===== config.mk =====
export PLATFORM = sky130hd
export DESIGN_NAME = zoom_controlador_flat
export DESIGN_NICKNAME = d
export VERILOG_FILES = /design/src/rtl/zoom_controlador_if.sv /design/src/rtl/zoom_controlador.sv /design/src/flat_wrapper.sv
export SDC_FILE = /design/constraint.sdc
export NUM_CORES = 1
export LEC_CHECK = 0
export ABC_AREA = 1
export CAP_MARGIN = 10
export CELL_PAD_IN_SITES_DETAIL_PLACEMENT = 0
export CELL_PAD_IN_SITES_GLOBAL_PLACEMENT = 2
export CORE_UTILIZATION = 36
export CTS_BUF_LIST = sky130_fd_sc_hd__clkbuf_8
export DETAILED_ROUTE_END_ITERATION = 8
export GPL_TIMING_DRIVEN = 0
export MAX_ROUTING_LAYER = met4
export PLACE_DENSITY_LB_ADDON = 0.3
export SLEW_MARGIN = 10
export SYNTH_ARGS = -nofsm -noshare
export SYNTH_HDL_FRONTEND = slang
export SYNTH_SLANG_ARGS = --single-unit

===== constraint.sdc =====
create_clock -name clk -period 7.4 [get_ports clk]
set_input_delay 1.11 -clock clk [delete_from_list [all_inputs] [get_ports clk]]
set_output_delay 1.11 -clock clk [all_outputs]
set_load 0.01 [all_outputs]

===== src/rtl/zoom_controlador_if.sv =====
// ---------------------------------------------------------------------------
// zoom_controlador_if
//
// Bundles the control, source-read and destination-write signals of the
// nearest-neighbour zoom sequencer.
//
//   iniciar    start request (host -> sequencer)
//   fator      zoom factor 0=1x, 1=2x, 2=4x, 3=reserved
//   suspender  stall request, holds new source reads while high
//   src_rd     source read strobe
//   src_addr   source address
//   src_dado   source data, valid the cycle after src_rd
//   dst_we     destination write strobe
//   dst_addr   destination address
//   dst_dado   destination data, valid with dst_we
//   ocupado    frame in progress
//   concluido  one-cycle end-of-frame pulse
//   erro       one-cycle pulse on a reserved fator
//
// master: the sequencer side.  slave: host plus memories.
// ---------------------------------------------------------------------------
interface zoom_controlador_if #(
  parameter int SRC_AW = 15,
  parameter int DST_AW = 19
);
  logic              iniciar;
  logic [1:0]        fator;
  logic              suspender;
  logic              src_rd;
  logic [SRC_AW-1:0] src_addr;
  logic [7:0]        src_dado;
  logic              dst_we;
  logic [DST_AW-1:0] dst_addr;
  logic [7:0]        dst_dado;
  logic              ocupado;
  logic              concluido;
  logic              erro;

  modport master (
    input  iniciar, fator, suspender, src_dado,
    output src_rd, src_addr, dst_we, dst_addr, dst_dado,
           ocupado, concluido, erro
  );

  modport slave (
    output iniciar, fator, suspender, src_dado,
    input  src_rd, src_addr, dst_we, dst_addr, dst_dado,
           ocupado, concluido, erro
  );
endinterface


===== src/rtl/zoom_controlador.sv =====
// ---------------------------------------------------------------------------
// zoom_controlador
//
// Walks every destination pixel of a frame up-scaled by 1<<k (k = fator)
// in raster order, issuing one source read per pixel at (i>>k, j>>k) and
// writing the returned byte to the destination buffer one cycle later.
// Addresses are built from running row bases, so no multipliers are used.
//
// Ports:
//   clk    system clock, rising edge
//   rst_n  synchronous active-low reset
//   bus    zoom_controlador_if.master (control, source read, dest write)
//
// src_rd is the registered read enable gated by suspender, so a stall
// suppresses the read in the very cycle it is asserted.  dst_dado passes
// src_dado through, forced to zero whenever no write is in progress.
// ---------------------------------------------------------------------------
module zoom_controlador #(
  parameter int LARGURA = 160,
  parameter int ALTURA  = 120,
  parameter int SRC_AW  = 15,
  parameter int DST_AW  = 19
) (
  input  logic                clk,
  input  logic                rst_n,
  zoom_controlador_if.master  bus
);

  localparam int J_W  = $clog2(4 * LARGURA);
  localparam int I_W  = $clog2(4 * ALTURA);
  localparam int OJ_W = (LARGURA > 1) ? $clog2(LARGURA) : 1;

  typedef enum logic [1:0] {
    OCIOSO    = 2'd0,
    VARRENDO  = 2'd1,
    DRENANDO  = 2'd2,
    CONCLUIDO = 2'd3
  } estado_t;

  estado_t           estado_q;
  logic [1:0]        k_q;

  // scan counters
  logic [J_W-1:0]    j_q,  j_d;
  logic [I_W-1:0]    i_q,  i_d;
  logic [1:0]        sj_q, sj_d;
  logic [1:0]        si_q, si_d;
  logic [OJ_W-1:0]   oj_q, oj_d;
  logic [SRC_AW-1:0] rb_q, rb_d;
  logic [DST_AW-1:0] db_q, db_d;

  // destination address of the pixel the counters currently point at
  logic [DST_AW-1:0] dst_cur_q;

  // registered outputs
  logic              rd_en_q;
  logic [SRC_AW-1:0] src_addr_q;
  logic              dst_we_q;
  logic [DST_AW-1:0] dst_addr_q;
  logic              ocupado_q;
  logic              concluido_q;
  logic              erro_q;

  // per-factor limits
  logic [1:0]        sub_max;
  logic [J_W-1:0]    j_max;
  logic [I_W-1:0]    i_max;
  logic [DST_AW-1:0] linha_dst;

  logic emite;
  logic fim_j, fim_i, fim_sj, fim_si, ultimo;

  always_comb begin
    case (k_q)
      2'd0: begin
        sub_max   = 2'd0;
        j_max     = J_W'(LARGURA - 1);
        i_max     = I_W'(ALTURA - 1);
        linha_dst = DST_AW'(LARGURA);
      end
      2'd1: begin
        sub_max   = 2'd1;
        j_max     = J_W'(2 * LARGURA - 1);
        i_max     = I_W'(2 * ALTURA - 1);
        linha_dst = DST_AW'(2 * LARGURA);
      end
      default: begin
        sub_max   = 2'd3;
        j_max     = J_W'(4 * LARGURA - 1);
        i_max     = I_W'(4 * ALTURA - 1);
        linha_dst = DST_AW'(4 * LARGURA);
      end
    endcase
  end

  // A read goes out in every VARRENDO cycle that is not stalled.
  assign emite  = rd_en_q & ~bus.suspender;

  assign fim_j  = (j_q == j_max);
  assign fim_i  = (i_q == i_max);
  assign fim_sj = (sj_q == sub_max);
  assign fim_si = (si_q == sub_max);
  assign ultimo = fim_j & fim_i;

  // Counter advance for one issued pixel.
  always_comb begin
    j_d  = j_q;
    i_d  = i_q;
    sj_d = sj_q;
    si_d = si_q;
    oj_d = oj_q;
    rb_d = rb_q;
    db_d = db_q;
    if (fim_j) begin
      j_d  = '0;
      sj_d = 2'd0;
      oj_d = '0;
      db_d = db_q + linha_dst;
      i_d  = i_q + 1'b1;
      // the source line only moves on after 1<<k destination rows
      if (fim_si) begin
        si_d = 2'd0;
        rb_d = rb_q + SRC_AW'(LARGURA);
      end else begin
        si_d = si_q + 2'd1;
      end
    end else begin
      j_d = j_q + 1'b1;
      if (fim_sj) begin
        sj_d = 2'd0;
        oj_d = oj_q + 1'b1;
      end else begin
        sj_d = sj_q + 2'd1;
      end
    end
  end

  always_ff @(posedge clk) begin
    if (!rst_n) begin
      estado_q    <= OCIOSO;
      k_q         <= 2'd0;
      j_q         <= '0;
      i_q         <= '0;
      sj_q        <= 2'd0;
      si_q        <= 2'd0;
      oj_q        <= '0;
      rb_q        <= '0;
      db_q        <= '0;
      dst_cur_q   <= '0;
      rd_en_q     <= 1'b0;
      src_addr_q  <= '0;
      dst_we_q    <= 1'b0;
      dst_addr_q  <= '0;
      ocupado_q   <= 1'b0;
      concluido_q <= 1'b0;
      erro_q      <= 1'b0;
    end else begin
      // the write trails each issued read by exactly one cycle
      dst_we_q    <= emite;
      concluido_q <= 1'b0;
      erro_q      <= 1'b0;
      if (emite) begin
        dst_addr_q <= dst_cur_q;
      end

      case (estado_q)
        OCIOSO: begin
          if (bus.iniciar) begin
            if (bus.fator == 2'd3) begin
              erro_q <= 1'b1;
            end else begin
              k_q        <= bus.fator;
              j_q        <= '0;
              i_q        <= '0;
              sj_q       <= 2'd0;
              si_q       <= 2'd0;
              oj_q       <= '0;
              rb_q       <= '0;
              db_q       <= '0;
              dst_cur_q  <= '0;
              src_addr_q <= '0;
              rd_en_q    <= 1'b1;
              ocupado_q  <= 1'b1;
              estado_q   <= VARRENDO;
            end
          end
        end

        VARRENDO: begin
          if (emite) begin
            j_q        <= j_d;
            i_q        <= i_d;
            sj_q       <= sj_d;
            si_q       <= si_d;
            oj_q       <= oj_d;
            rb_q       <= rb_d;
            db_q       <= db_d;
            src_addr_q <= rb_d + SRC_AW'(oj_d);
            dst_cur_q  <= db_d + DST_AW'(j_d);
            if (ultimo) begin
              rd_en_q  <= 1'b0;
              estado_q <= DRENANDO;
            end
          end
        end

        DRENANDO: begin
          // final write is on the bus this cycle
          ocupado_q   <= 1'b0;
          concluido_q <= 1'b1;
          estado_q    <= CONCLUIDO;
        end

        default: begin
          estado_q <= OCIOSO;
        end
      endcase
    end
  end

  assign bus.src_rd    = emite;
  assign bus.src_addr  = src_addr_q;
  assign bus.dst_we    = dst_we_q;
  assign bus.dst_addr  = dst_addr_q;
  assign bus.dst_dado  = dst_we_q ? bus.src_dado : 8'd0;
  assign bus.ocupado   = ocupado_q;
  assign bus.concluido = concluido_q;
  assign bus.erro      = erro_q;

endmodule


===== src/flat_wrapper.sv =====
// flat-port wrapper written by rule: the top's interface ports become plain ports
module zoom_controlador_flat 
#(
  parameter int LARGURA = 160,
  parameter int ALTURA  = 120,
  parameter int SRC_AW  = 15,
  parameter int DST_AW  = 19
)
  (clk, rst_n, bus_iniciar, bus_fator, bus_suspender, bus_src_dado, bus_src_rd, bus_src_addr, bus_dst_we, bus_dst_addr, bus_dst_dado, bus_ocupado, bus_concluido, bus_erro);
  zoom_controlador_if #(.SRC_AW(SRC_AW), .DST_AW(DST_AW)) bus_i ();
  input  logic clk;
  input  logic rst_n;
  input wire logic [$bits(bus_i.iniciar)-1:0] bus_iniciar;
  input wire logic [$bits(bus_i.fator)-1:0] bus_fator;
  input wire logic [$bits(bus_i.suspender)-1:0] bus_suspender;
  input wire logic [$bits(bus_i.src_dado)-1:0] bus_src_dado;
  output wire logic [$bits(bus_i.src_rd)-1:0] bus_src_rd;
  output wire logic [$bits(bus_i.src_addr)-1:0] bus_src_addr;
  output wire logic [$bits(bus_i.dst_we)-1:0] bus_dst_we;
  output wire logic [$bits(bus_i.dst_addr)-1:0] bus_dst_addr;
  output wire logic [$bits(bus_i.dst_dado)-1:0] bus_dst_dado;
  output wire logic [$bits(bus_i.ocupado)-1:0] bus_ocupado;
  output wire logic [$bits(bus_i.concluido)-1:0] bus_concluido;
  output wire logic [$bits(bus_i.erro)-1:0] bus_erro;
  assign bus_i.iniciar = bus_iniciar;
  assign bus_i.fator = bus_fator;
  assign bus_i.suspender = bus_suspender;
  assign bus_i.src_dado = bus_src_dado;
  assign bus_src_rd = bus_i.src_rd;
  assign bus_src_addr = bus_i.src_addr;
  assign bus_dst_we = bus_i.dst_we;
  assign bus_dst_addr = bus_i.dst_addr;
  assign bus_dst_dado = bus_i.dst_dado;
  assign bus_ocupado = bus_i.ocupado;
  assign bus_concluido = bus_i.concluido;
  assign bus_erro = bus_i.erro;
  zoom_controlador #(.LARGURA(LARGURA), .ALTURA(ALTURA), .SRC_AW(SRC_AW), .DST_AW(DST_AW)) u_core (.clk(clk), .rst_n(rst_n), .bus(bus_i));
endmodule

==> reports/results.ini <==
[yosys]
syn_nets=1015
synth_edf_count=0
syn_avg_cell_area_um2=6.72
syn_inst=980
netlist_area_um2=6590
synth.area.mux_share_pct=0.171
synth_top_area_share_pct=34.3
synth_top_cell_by_area=dfxtp_1
yosys.area_share.simple_pct=39.1
ys_warn_count=0
synth.distinct_cells=52
synthFlopType=dfxtp_1
async_flop_share_pct=0
synthAdderAreaFrac_pct=4.10
yosysSeqAreaShare_pct=34.3
synth_top_family_by_area=simple AND/OR/NAND/NOR gates
synth_common_cells=nand2_1 (279), dfxtp_1 (113), nor2_1 (112)
synth_seq_cells=113
synthTopCellsByArea=dfxtp_1 (34%), nand2_1 (16%), a21oi_1 (6.5%), nor2_1 (6.4%), inv_1 (5.0%)
yosys.cell_count.top_type=nand2_1
synth-xor-area-share_pct=2.39
synth_compound_area_share_pct=11.6

[power_and_ir_drop]
p_leak_nw=3.37
switching_share_pct=38.9
switchingPower_mw=0.711
intPower_mw=1.12
p_seq_share_pct=36.6
combPwrFrac_pct=30.4
clockPowerShare_pct=33.0
power.density_nw_per_um2=232
ir_drop_mv=0.149

[timing]
finalSetupViolations=0
final.period_utilization_pct=55.3
rsz0062_at_grt=false
slew_violations=0
fin_crit_ns=4.09
fin_setup_tns_ns=0
worstMarginPinSlew_ns=0.655
fmax_mhz=244
worst_slack_ns=3.31
hold_violations=0
clock_skew_ns=0.0123
slew-limit-headroom_pct=56.4

[floorplanning]
core_um2=18000
fp.dieH_um=137
initial_core_util_pct=36.7
dieWidth_um=137
rows=49
die_area_um2=18800
pin_count=61

[layout]
antennaDiodeCount=0
multi_input_area_um2=3780
nets=1094
drive_gt1_share_pct=11.1
final_area_um2=7870
fin_util_pct=43.8
fillers=1983
ff_latch_area_um2=2260
synthToLayoutAreaGrowth_pct=19.4

[route]
vias=6295
wl_um=19000
vias_per_cell=4.84
drc_errors=0
dr.pass1.iters=5
drt_iter0_markers=312
ant_nets=0
wl_per_cell_um=14.6

[placement]
place_area_um2=7470
gp_congestion=0.820
dp_slack_ns=3.26
hpwl_um=14600
portBuffers=60

[global_route]
track_usage_pct=21.7
antenna_found_initial=0
grt_max_degree=17
grt_pass1_vias=5746
grt_pass1_wl_um=30000
grt-ovfl-total=0

[clock_network]
cts-resized-gates=0
cts_made_buffers=17
clkLatencyLatePin_ns=0.46
cts_tree=built
clkTransAtPathRegs_ns=0.08
cts.path.max_buffers=2
cts_root_buffer=clkbuf_8
post-cts-setup-buffers=0
clock-sinks=113
h-tree-depth=4
ctsHoldBuffers=0

[min_path]
hp-class=flop to flop

[worst_setup_path]
max_stage_delay_ns=0.61
ff2ff_path_depth=21
critPathBufInv=3
crit_type=primary input to output port
worstPathArrival_ns=2.98
crit_start=bus_suspender
endpoint=bus_src_rd
r2r_slack_ns=3.67
rr_startpoint=u_core.k_q[1]
cpMaxStageDelayCell=clkdlybuf4s50_1
crit_chain=clkdlybuf4s50_1 -> nor2_1 -> clkbuf_1 -> clkdlybuf4s50_1
cp.depth=4
r2r_end=u_core.dst_cur_q[18]
cp-end-kind=output port
cpMostUsedCell=clkdlybuf4s50_1
critical_path.top_delay_family=buffers and inverters
critical_path_peak_fanout=10
critPathRequiredTime_ns=6.29
worst_setup_path_start_kind=primary input

[job]
cap_violations=0

[run_status]
status=finished, final reports clean

==> tightest hold or removal path: stages (launching register included) <==
cell	delay, ns
dfxtp_1	0.31
nand2_1	0.06
a21oi_1	0.05
==> how the worst min path moves through the flow <==
stage | startpoint | to | slack, ns | depth (start not counted)
floorplan | u_core.dst_cur_q[10] | u_core.dst_cur_q[10] | 0.45 | 2
global placement | u_core.bus.src_addr[12] | u_core.bus.src_addr[12] | 0.45 | 2
detailed placement | u_core.dst_cur_q[8] | u_core.dst_cur_q[8] | 0.46 | 2
CTS | u_core.dst_cur_q[8] | u_core.dst_cur_q[8] | 0.47 | 2
global route | u_core.dst_cur_q[9] | u_core.dst_cur_q[9] | 0.48 | 2
finish | u_core.bus.src_addr[8] | u_core.bus.src_addr[8] | 0.47 | 2
==> placed cells by master, fill, tap and decap left out, drive strengths merged, types with 6 or more instances in the layout <==
cell / n
a21oi: 87
buf: 12
clkbuf: 41
clkdlybuf4s50: 60
clkinv: 6
dfxtp: 113
ha: 20
inv: 101
nand2: 304
nand3: 62
nand4: 17
nor2: 133
nor3: 18
o21ai: 43
xnor2: 6
xor2: 12
==> cells by family after synthesis <==
logic type	Yosys count
AOI/OAI and AO/OA	144
xor gates and xnor gates	18
adders and majority gates	21
buffers and inverters	134
DFF	113
muxes	1
and+or+nand+nor	549
==> per-layer routing <==
layer  vias to the layer above  track usage [%]  wire [um]
li1                       3312                -          -
met1                      2869             27.2       9230
met2                        93             35.3       8940
met3                        21             4.30        610
met4                         0             6.11        267
met5                         -                -          0
==> area by class of cell <==
class	count	area share, %
Buffer	36	2.21
Clock buffer	17	2.97
Clock inverter	15	2.04
Inverter	98	4.67
Multi-Input combinational cell	733	48.1
Sequential cell	113	28.7
Tap cell	229	3.64
Timing Repair Buffer	60	7.63
==> flip-flops by register name, indices dropped and copies added, names as in the netlist <==
signal	count
u_core.k_q	2
u_core.j_q	10
u_core.bus.src_addr	13
u_core.bus.concluido	1
u_core.rb_q	10
u_core.db_q	14
u_core.dst_cur_q	17
u_core.bus.dst_we	1
u_core.bus.dst_addr	19
u_core.si_q	2
u_core.estado_q	2
u_core.rd_en_q	1
u_core.bus.ocupado	1
u_core.bus.erro	1
u_core.sj_q	2
u_core.i_q	9
u_core.oj_q	8
==> power by group through the flow <==
| stage | clock network, mW | registers [mW] | logic [mW] |
|---|---|---|---|
| floorplan | 0 | 0.688 | 0.351 |
| global placement | 0 | 0.682 | 0.562 |
| detailed placement | 0 | 0.683 | 0.560 |
| CTS | 0.620 | 0.669 | 0.562 |
| global route | 0.648 | 0.674 | 0.619 |
| finish | 0.604 | 0.668 | 0.556 |
==> metrics by stage <==
| stage | std cells | hold slack (ns) | total power [mW] |
|---|---|---|---|
| after global routing | 1301 | 0.484 | 1.94 |
| after floorplan | 980 | 0.446 | 1.04 |
| after global placement | 1269 | 0.455 | 1.24 |
| after CTS | 1301 | 0.472 | 1.85 |
| final | 1301 | 0.466 | 1.83 |
| after detailed placement | 1269 | 0.460 | 1.24 |
(Power assumes the default switching activity.)
